File: src/rtl/bus_pkg.sv
// Shared types and helpers for the bus slave controller.
package bus_pkg;

  // Transaction sequencing states
  typedef enum logic [1:0] {
    IDLE    = 2'd0,
    WAIT    = 2'd1,
    ACK     = 2'd2,
    RELEASE = 2'd3
  } state_t;

  // Widest data word the parity helper accepts
  localparam int PAR_MAX_W = 64;

  // Parity over a zero-extended word; zero padding does not change the XOR.
  function automatic logic parity_calc(input logic [PAR_MAX_W-1:0] d, input logic odd);
    return (^d) ^ odd;
  endfunction

endpackage

File: src/rtl/bus_parity_gen.sv
// Combinational parity generator, used both to check write data and to
// produce the parity bit that accompanies read data.
module bus_parity_gen
  import bus_pkg::*;
#(
  parameter int WIDTH      = 8,
  parameter int PARITY_ODD = 0
) (
  input  logic [WIDTH-1:0] data,
  output logic             parity
);

  logic [PAR_MAX_W-1:0] ext;

  // Zero-extend to the helper width and fold to a single parity bit
  always_comb begin
    ext              = '0;
    ext[WIDTH-1:0]   = data;
    parity           = parity_calc(ext, PARITY_ODD != 0);
  end

endmodule

File: src/rtl/bus_slave_ctrl.sv
// Strobe-driven register slave: decodes a window of NUM_REGS registers at
// BASE_ADDR, inserts WAIT_STATES before acknowledging, checks write parity
// and returns read data with generated parity.
module bus_slave_ctrl
  import bus_pkg::*;
#(
  parameter int BUS_WIDTH   = 8,
  parameter int NUM_REGS    = 4,
  parameter int BASE_ADDR   = 'h10,
  parameter int WAIT_STATES = 1,
  parameter int PARITY_ODD  = 0
) (
  input  logic                          clk,
  input  logic                          rst,
  input  logic                          rb_n,
  input  logic                          wb_n,
  input  logic [7:0]                    address,
  input  logic [BUS_WIDTH-1:0]          data_in,
  input  logic                          parity_in,
  output logic [BUS_WIDTH-1:0]          data_out,
  output logic                          parity_out,
  output logic                          data_oe,
  output logic                          ack_n,
  input  logic                          err_clr,
  output logic                          parity_err,
  output logic [NUM_REGS*BUS_WIDTH-1:0] reg_q
);

  localparam int         IDX_W  = (NUM_REGS > 1) ? $clog2(NUM_REGS) : 1;
  localparam logic [8:0] BASE9  = 9'(BASE_ADDR);
  localparam logic [8:0] LIMIT9 = 9'(BASE_ADDR + NUM_REGS);

  // The register window must fit inside the 8-bit address space
  if (BASE_ADDR + NUM_REGS > 256) begin : g_bad_map
    $error("bus_slave_ctrl: BASE_ADDR + NUM_REGS exceeds the 8-bit address space");
  end

  state_t                 state, nstate;
  logic [3:0]             cnt, ncnt;
  logic                   rd_req, wr_req, one_req, hit, held;
  logic [IDX_W-1:0]       live_idx, cap_idx, acc_idx;
  logic [BUS_WIDTH-1:0]   cap_data, acc_data, rd_data;
  logic                   cap_par, cap_wr, acc_par, acc_wr;
  logic                   do_acc, chk_par, rd_par, par_ok, wr_en, perr_set, drive_rd;
  logic [BUS_WIDTH-1:0]   regs [NUM_REGS];

  assign rd_req   = ~rb_n;
  assign wr_req   = ~wb_n;
  assign one_req  = rd_req ^ wr_req;
  assign hit      = ({1'b0, address} >= BASE9) && ({1'b0, address} < LIMIT9);
  assign live_idx = IDX_W'(address - 8'(BASE_ADDR));
  // Only the strobe that started the transaction keeps it alive
  assign held     = cap_wr ? wr_req : rd_req;

  // Access operands: live bus in IDLE (zero-wait path), captured copy otherwise
  always_comb begin
    if (state == IDLE) begin
      acc_idx  = live_idx;
      acc_data = data_in;
      acc_par  = parity_in;
      acc_wr   = wr_req;
    end else begin
      acc_idx  = cap_idx;
      acc_data = cap_data;
      acc_par  = cap_par;
      acc_wr   = cap_wr;
    end
  end

  bus_parity_gen #(.WIDTH(BUS_WIDTH), .PARITY_ODD(PARITY_ODD)) u_chk (
    .data   (acc_data),
    .parity (chk_par)
  );

  // Next-state logic; do_acc marks the edge that enters ACK
  always_comb begin
    nstate = state;
    ncnt   = cnt;
    do_acc = 1'b0;
    case (state)
      IDLE: begin
        if (rd_req && wr_req) begin
          nstate = RELEASE;
        end else if (one_req) begin
          if (!hit) begin
            nstate = RELEASE;
          end else if (WAIT_STATES > 0) begin
            nstate = WAIT;
            ncnt   = 4'(WAIT_STATES - 1);
          end else begin
            nstate = ACK;
            do_acc = 1'b1;
          end
        end
      end
      WAIT: begin
        if (!held) begin
          nstate = IDLE;
          ncnt   = 4'd0;
        end else if (cnt == 4'd0) begin
          nstate = ACK;
          do_acc = 1'b1;
        end else begin
          ncnt = cnt - 4'd1;
        end
      end
      ACK: begin
        if (!held) nstate = IDLE;
      end
      RELEASE: begin
        if (rb_n && wb_n) nstate = IDLE;
      end
      default: nstate = IDLE;
    endcase
  end

  assign par_ok   = (acc_par == chk_par);
  assign wr_en    = do_acc && acc_wr && par_ok;
  assign perr_set = do_acc && acc_wr && !par_ok;

  // State and wait counter
  always_ff @(posedge clk or posedge rst) begin
    if (rst) begin
      state <= IDLE;
      cnt   <= 4'd0;
    end else begin
      state <= nstate;
      cnt   <= ncnt;
    end
  end

  // Capture the request on the edge that leaves IDLE
  always_ff @(posedge clk or posedge rst) begin
    if (rst) begin
      cap_idx  <= '0;
      cap_data <= '0;
      cap_par  <= 1'b0;
      cap_wr   <= 1'b0;
    end else if (state == IDLE && nstate != IDLE) begin
      cap_idx  <= live_idx;
      cap_data <= data_in;
      cap_par  <= parity_in;
      cap_wr   <= wr_req;
    end
  end

  // Register file write on entry to ACK with good parity
  always_ff @(posedge clk or posedge rst) begin
    if (rst) begin
      for (int i = 0; i < NUM_REGS; i++) regs[i] <= '0;
    end else begin
      for (int i = 0; i < NUM_REGS; i++) begin
        if (wr_en && acc_idx == IDX_W'(i)) regs[i] <= acc_data;
      end
    end
  end

  // Sticky parity error; a new error outranks a clear on the same edge
  always_ff @(posedge clk or posedge rst) begin
    if (rst) begin
      parity_err <= 1'b0;
    end else if (perr_set) begin
      parity_err <= 1'b1;
    end else if (err_clr) begin
      parity_err <= 1'b0;
    end
  end

  // Read mux over the captured index, bounded to existing registers
  always_comb begin
    rd_data = '0;
    for (int i = 0; i < NUM_REGS; i++) begin
      if (cap_idx == IDX_W'(i)) rd_data = regs[i];
    end
  end

  bus_parity_gen #(.WIDTH(BUS_WIDTH), .PARITY_ODD(PARITY_ODD)) u_gen (
    .data   (rd_data),
    .parity (rd_par)
  );

  assign drive_rd = (state == ACK) && held && !cap_wr;

  // Registered bus outputs: one cycle behind ACK entry, drop with the strobe
  always_ff @(posedge clk or posedge rst) begin
    if (rst) begin
      ack_n      <= 1'b1;
      data_oe    <= 1'b0;
      data_out   <= '0;
      parity_out <= 1'b0;
    end else begin
      ack_n      <= !((state == ACK) && held);
      data_oe    <= drive_rd;
      data_out   <= drive_rd ? rd_data : '0;
      parity_out <= drive_rd ? rd_par : 1'b0;
    end
  end

  for (genvar g = 0; g < NUM_REGS; g++) begin : g_regq
    assign reg_q[g*BUS_WIDTH +: BUS_WIDTH] = regs[g];
  end

endmodule

File: config.mk
export PLATFORM = sky130hd
export DESIGN_NAME = bus_slave_ctrl
export DESIGN_NICKNAME = d
export VERILOG_FILES = /design/src/rtl/bus_pkg.sv /design/src/rtl/bus_parity_gen.sv /design/src/rtl/bus_slave_ctrl.sv
export SDC_FILE = /design/constraint.sdc
export NUM_CORES = 1
export LEC_CHECK = 0
export CELL_PAD_IN_SITES_DETAIL_PLACEMENT = 0
export CELL_PAD_IN_SITES_GLOBAL_PLACEMENT = 1
export CORE_MARGIN = 2
export CORE_UTILIZATION = 35
export CTS_CLUSTER_SIZE = 40
export DETAILED_ROUTE_END_ITERATION = 6
export HOLD_SLACK_MARGIN = 0.03
export PLACE_DENSITY = 0.79
export SLEW_MARGIN = 10
export SYNTH_ARGS = -nofsm -noshare
export SYNTH_HDL_FRONTEND = slang
export SYNTH_SLANG_ARGS = --single-unit
File: constraint.sdc
create_clock -name clk -period 2.85 [get_ports clk]
set_input_delay 0.855 -clock clk [delete_from_list [all_inputs] [get_ports clk]]
set_output_delay 0.855 -clock clk [all_outputs]
set_load 0.02 [all_outputs]
; After elaboration in Yosys (flattened, before gate mapping)
; Index checks and enable logic that the tools add are counted.
[word_totals]
ff_bits = 62
word_cells = 92
out_inout_bits = 44
in_bits = 22
[classes]
order_cmp = 2
bitwise_logic = 3
n_mux = 30
n_addsub = 2
eq_ne = 14
n_reduce_logical = 26
[ops]
columns = op, n
row1 = 64-bit parity, 2
row2 = 8-bit 2-to-1 mux, 6
row3 = 4-bit 2-to-1 mux, 5
row4 = 2-bit 2-to-1 mux, 8
row5 = 1-bit logical AND, 13
row6 = 2-bit equality test (second input constant), 6
row7 = 1-bit 2-to-1 mux, 9
row8 = 8-bit by 5-bit greater-or-equal comparator with 1-bit output (second input constant), 1
row9 = 8-bit by 5-bit less-than comparator with 1-bit output (second input constant), 1
row10 = 2-bit case mux with 4 select lines, 1
row11 = 4-bit case mux with 2 select lines, 1
row12 = 2-bit by 1-bit equality test with 1-bit output (second input constant), 3
row13 = 2-bit logical NOT, 3
row14 = 2-bit != test (second input constant), 3
row15 = 2-bit nonzero test, 3
row16 = 5-bit AND reduction, 1
row17 = 4-bit logical NOT, 1
row18 = 4-bit by 1-bit subtractor with 4-bit output (second input constant), 1
row19 = 1-bit logical NOT, 3
row20 = 3-bit != test (second input constant), 1
row21 = 1-bit inverter, 2
row22 = 2-bit by 1-bit subtractor with 2-bit output (second input constant), 1
row23 = 1-bit equality test, 1
row24 = 1-bit XOR, 1

; Longest topological paths before layout
[depth]
depth_word = 8
mapped_depth = 7
mapped_depth_nobuf = 7

; Cells and area by module
; A second synthesis with hierarchy kept.
[unflattened]
cells_unflattened = 216
area_unflattened_um2 = 3022.9
[modules_own_cells]
columns = mod, instances, seq_area_each_um2, area_each_um2, cells_each
row1 = bus_slave_ctrl, 1, 1552.7, 2900.3, 202
row2 = bus_parity_gen, 2, 0.0, 61.3, 7

; Worst setup path before layout
; No wires, ideal clock.
[synth_timing]
path_kind = in2reg
start = input port data_in[0]
end = register regs (netlist bit reg_q[16])
setup_ns = 0.125
stages = 5
arrival_ns = 2.369
path_slack_ns = 0.357
path_buffers = 0
required_time_ns = 2.725
path_cell_list = xor2_1 > mux2i_1 > xnor2_2 > nor4b_4 > mux2_2
[synth_between]
elab_chain_cells = 5
[synth_lines]
columns = item, line_no
row1 = "start, declared", bus_slave_ctrl.sv:18  ; input logic [BUS_WIDTH-1:0] data_in,
row2 = 8-bit 2-to-1 mux *, bus_slave_ctrl.sv:57  ; if (state == IDLE) begin
row3 = 64-bit parity, bus_pkg.sv:17  ; return (^d) ^ odd;
row4 = 1-bit equality test, bus_slave_ctrl.sv:117  ; assign par_ok = (acc_par == chk_par);
row5 = 1-bit logical AND, bus_slave_ctrl.sv:118  ; assign wr_en = do_acc && acc_wr && par_ok;
row6 = 1-bit logical AND, bus_slave_ctrl.sv:153  ; if (wr_en && acc_idx == IDX_W'(i)) regs[i] <= acc_data;
row7 = "end signal, assigned by index", bus_slave_ctrl.sv:153
row8 = "end, declared", bus_slave_ctrl.sv:45  ; logic [BUS_WIDTH-1:0] regs [NUM_REGS];
; Mark *: on every way between the ends. The rest lies on a longest branch, timed or not.
; A chain may end at the register's enable or synchronous reset.

; Worst setup path after layout
[layout_timing]
start = input port data_in[0]
end = register regs (netlist bit reg_q[24])
; Same word-level chain as after synthesis.

==> flow_metrics.env <==
export IMPL_port_buffers=65
export IMPL_worstReg2RegEnd="reg_q[24]"
export IMPL_avg_synthesized_cell_area_sq_um=14.27
export IMPL_cts_sinks=62
export IMPL_regToRegSetupSlack_ns=0.37
export IMPL_setup_violations_final=0
export IMPL_dpl_cell_count=397
export IMPL_drcViolationCount=0
export IMPL_worst_r2r_cell_count=7
export IMPL_cts_root_buf="sky130_fd_sc_hd__clkbuf_8"
export IMPL_htreeDepth=3
export IMPL_crit_start="data_in[0]"
export IMPL_ys_types=39
export IMPL_worst_slew_pin_slew_ns=0.7616
export IMPL_drc_marker_count_from_the_first_detailed_route_iteration=70
export IMPL_yosys_warnings=0
export IMPL_crit_type="in -> reg"
export IMPL_placeableCoreArea_sq_um=8593
export IMPL_combPwrFrac=0.524
export IMPL_final_net_count=326
export IMPL_drive_gt1_frac=0.3213
export IMPL_cp_endpoint="reg_q[24]"
export IMPL_number_of_optimization_iterations_in_the_first_detailed_route_pass=4
export IMPL_unrepaired_setup_endpoints_after_global_routing="false"
export IMPL_gr_usage_met3=0.03597
export IMPL_fin_util=0.4796
export IMPL_dpl_hpwl_um=4729
export IMPL_num_io_pins=66
export IMPL_finalCriticalPeriod_ns=2.678
export IMPL_p_leak_uw=0.001832
export IMPL_initial_util=0.3553
export IMPL_first_pass_grt_wire_length_um=10810
export IMPL_critical_path_max_fanout=8
export IMPL_cts_hold_buffers=0
export IMPL_cts_buffers=9
export IMPL_grtUsageTotal=0.1459
export IMPL_post_drt_via_cell_ratio=4.724
export IMPL_clock_insertion_delay_worst_skew_ns=0.33
export IMPL_timing_final_ws_setup_ns=0.1721
export IMPL_mappedNetlistArea_sq_um=3053
export IMPL_fin_tns_setup_ns=0
export IMPL_gr_total_overflow=0
export IMPL_arrival_ns=2.89
export IMPL_detail_route_wirelength_um=6435
export IMPL_cts_max_path_buffers=2
export IMPL_design_die_area_sq_um=9486
export IMPL_worstSetupStartpointType="primary input"
export IMPL_rows=34
export IMPL_grt_antenna_before_repair=0
export IMPL_timing_final_hold_violations=0
export IMPL_post_cts_buffers=0
export IMPL_yosysTopAreaCell="sky130_fd_sc_hd__dfrtp_1"
export IMPL_clk_pin_slew_worst_paths_ns=0.07
export IMPL_yosysSeqAreaShare=0.5086
export IMPL_cts_repair_resized=0
export IMPL_pre_cts_ws_ns=-0.1700
export IMPL_period_share=0.9396
export IMPL_grt_start_max_net_pins=63
export IMPL_antenna_cells=0
export IMPL_nets_in_the_synthesized_netlist=240
export IMPL_switching_share=0.3887
export IMPL_route_detailed_wl_per_inst_um=15.58
export IMPL_leading_post_synthesis_cells_by_cell_area="sky130_fd_sc_hd__dfrtp_1 (50%), sky130_fd_sc_hd__mux2_2 (18%), sky130_fd_sc_hd__mux4_2 (5.9%)"
export IMPL_totalPowerFinal_uw=4519
export IMPL_gp_congestion=0.7391
export IMPL_routed_via_count=1951
export IMPL_cts_tree="yes"
export IMPL_power_share_clock=0.146
export IMPL_max_slew_margin_rel=0.4923
export IMPL_required_ns=3.07
export IMPL_number_of_global_route_vias_before_repair=2070
export IMPL_end_kind="register"
export IMPL_grtUsageMet2=0.2313
export IMPL_hold_class="reg -> reg"
export IMPL_globalRouteMet1Util=0.1961
export IMPL_vdd_drop_max_v=0.0006352
export IMPL_internal_power_uw=2763
export IMPL_max_cap_violations=0
export IMPL_area_delta_synth_final_pct=35.00
export IMPL_syn_inst=214
export IMPL_clock_skew_final_ns=0.008046
export IMPL_yosys_register_bits=62
export IMPL_power_frac_seq=0.330
export IMPL_worst_r2r_startpoint="cnt[0]"
export IMPL_maxSlewViolCount=0
export IMPL_globalRoute_busiestLayer="met2"
export IMPL_die_h_um=97.40
export IMPL_net_switching_power_uw=1756
export IMPL_max_freq_mhz=373.4
export IMPL_netlist_area_leader_share=0.5000
export IMPL_finalNonFillerCells=413
export IMPL_die_x_um=97.40
export IMPL_run_status="complete, no violations"
export IMPL_power_per_cell_area_nw_per_um2=1097
export IMPL_antenna_violating_nets_post_route=0
kinds of logic (layout without fill, tap and decap cells):
group                    after synthesis  in the layout  share of synthesized area
multiplexers                          64             64                     0.2639
buffers and inverters                 14            105                    0.01926
XOR/XNOR                              19             19                    0.07541
flip-flops                            62             62                     0.5086
AO/OA/AOI/OAI                         15             15                    0.03074
AND/OR/NAND/NOR                       36             36                    0.08566
adder cells (fa/ha/maj)                4              4                    0.01639
state kept, by name (all words and copies together) (netlist names), 2 cells and up:
name and count:
cnt 4, state 2, reg_q 32, cap_idx 2, cap_data 8, data_out 8
worst min-delay path by stage:
stage | from | end | slack [ns] | cells after the start
3_5_place_dp | reg_q[13] | reg_q[13] | 0.51 | 1
3_3_place_gp | reg_q[21] | reg_q[21] | 0.51 | 1
4_1_cts | reg_q[13] | reg_q[13] | 0.53 | 1
2_1_floorplan | cnt[2] | cnt[2] | 0.48 | 1
6_report | reg_q[13] | reg_q[13] | 0.52 | 1
5_1_grt | reg_q[19] | reg_q[19] | 0.56 | 1
area by class of cell:
type                    count  area [sq um]
fillers                   791          4472
flip-flops and latches     62          1553
multi-input cells         138          1441
repair buffers             81         795.8
well taps                 108         135.1
clock buffers              10         127.6
clock inverters             6         38.79
inverters                   8         30.03
power groups by stage:
stage | clock network (uW) | registers, uW | logic [uW]
after floorplan | 0 | 1570 | 1580
after global placement | 0 | 1500 | 2370
after detailed placement | 0 | 1510 | 2390
after CTS | 679 | 1500 | 2400
after global routing | 720 | 1540 | 2580
final | 659 | 1490 | 2370
routing by layer:
metal / up-vias / part of all wire
li1: 941 / -
met1: 956 / 0.46
met2: 45 / 0.50
met3: 9 / 0.034
met4: 0 / 0.011
met5: - / 0
critical path, cell delays in order:
cell and delay, ns:
sky130_fd_sc_hd__clkdlybuf4s50_1 0.44, sky130_fd_sc_hd__xor2_1 0.17, sky130_fd_sc_hd__mux2i_1 0.30, sky130_fd_sc_hd__xnor2_2 0.24, sky130_fd_sc_hd__nor3_4 0.49, sky130_fd_sc_hd__mux2_2 0.39
cell usage after synthesis:
library cell / instances
sky130_fd_sc_hd__dfrtp_1: 61
sky130_fd_sc_hd__mux2_2: 50
sky130_fd_sc_hd__xnor2_1: 11
sky130_fd_sc_hd__and2_1: 9
sky130_fd_sc_hd__inv_1: 8
sky130_fd_sc_hd__mux4_2: 8
sky130_fd_sc_hd__nand2_1: 6
sky130_fd_sc_hd__nor2_1: 5
sky130_fd_sc_hd__ha_1: 4
sky130_fd_sc_hd__mux2i_1: 4
sky130_fd_sc_hd__o21ai_0: 4
sky130_fd_sc_hd__a21oi_1: 3
sky130_fd_sc_hd__o22ai_1: 3
sky130_fd_sc_hd__xnor3_1: 3
sky130_fd_sc_hd__xor2_1: 3
sky130_fd_sc_hd__buf_1: 2
sky130_fd_sc_hd__buf_2: 2
sky130_fd_sc_hd__mux2_1: 2
sky130_fd_sc_hd__nand3_1: 2
sky130_fd_sc_hd__nor2b_1: 2
sky130_fd_sc_hd__nor4_1: 2
sky130_fd_sc_hd__nor4b_4: 2
sky130_fd_sc_hd__o21a_1: 2
sky130_fd_sc_hd__a2111oi_0: 1
sky130_fd_sc_hd__a21o_1: 1
sky130_fd_sc_hd__buf_4: 1
sky130_fd_sc_hd__clkbuf_1: 1
sky130_fd_sc_hd__dfstp_2: 1
sky130_fd_sc_hd__nand2b_1: 1
sky130_fd_sc_hd__nand4_1: 1
sky130_fd_sc_hd__nand4bb_1: 1
sky130_fd_sc_hd__nor3_1: 1
sky130_fd_sc_hd__nor3_4: 1
sky130_fd_sc_hd__nor4_4: 1
sky130_fd_sc_hd__o2bb2ai_1: 1
sky130_fd_sc_hd__or3_1: 1
sky130_fd_sc_hd__or3b_2: 1
sky130_fd_sc_hd__xnor2_2: 1
sky130_fd_sc_hd__xnor3_2: 1
placed cells by master (no fill, tap or decap), types with 5 or more instances in the layout:
cell / count
sky130_fd_sc_hd__and2_1: 9
sky130_fd_sc_hd__mux2_2: 50
sky130_fd_sc_hd__inv_1: 7
sky130_fd_sc_hd__xnor2_1: 11
sky130_fd_sc_hd__nand2_1: 6
sky130_fd_sc_hd__clkbuf_8: 9
sky130_fd_sc_hd__clkdlybuf4s50_1: 65
sky130_fd_sc_hd__dfrtp_1: 61
sky130_fd_sc_hd__buf_4: 14
sky130_fd_sc_hd__mux4_2: 8
sky130_fd_sc_hd__nor2_1: 5
stage by stage:
step / hold WS [ns] / cell area, sq um
final: 0.5185 / 4121
after global routing: 0.5580 / 4121
after CTS: 0.5267 / 4121
after detailed placement: 0.5103 / 3955
after global placement: 0.5081 / 3955
after floorplan: 0.4844 / 3053
No activity file was read; power rests on OpenSTA's default activity.
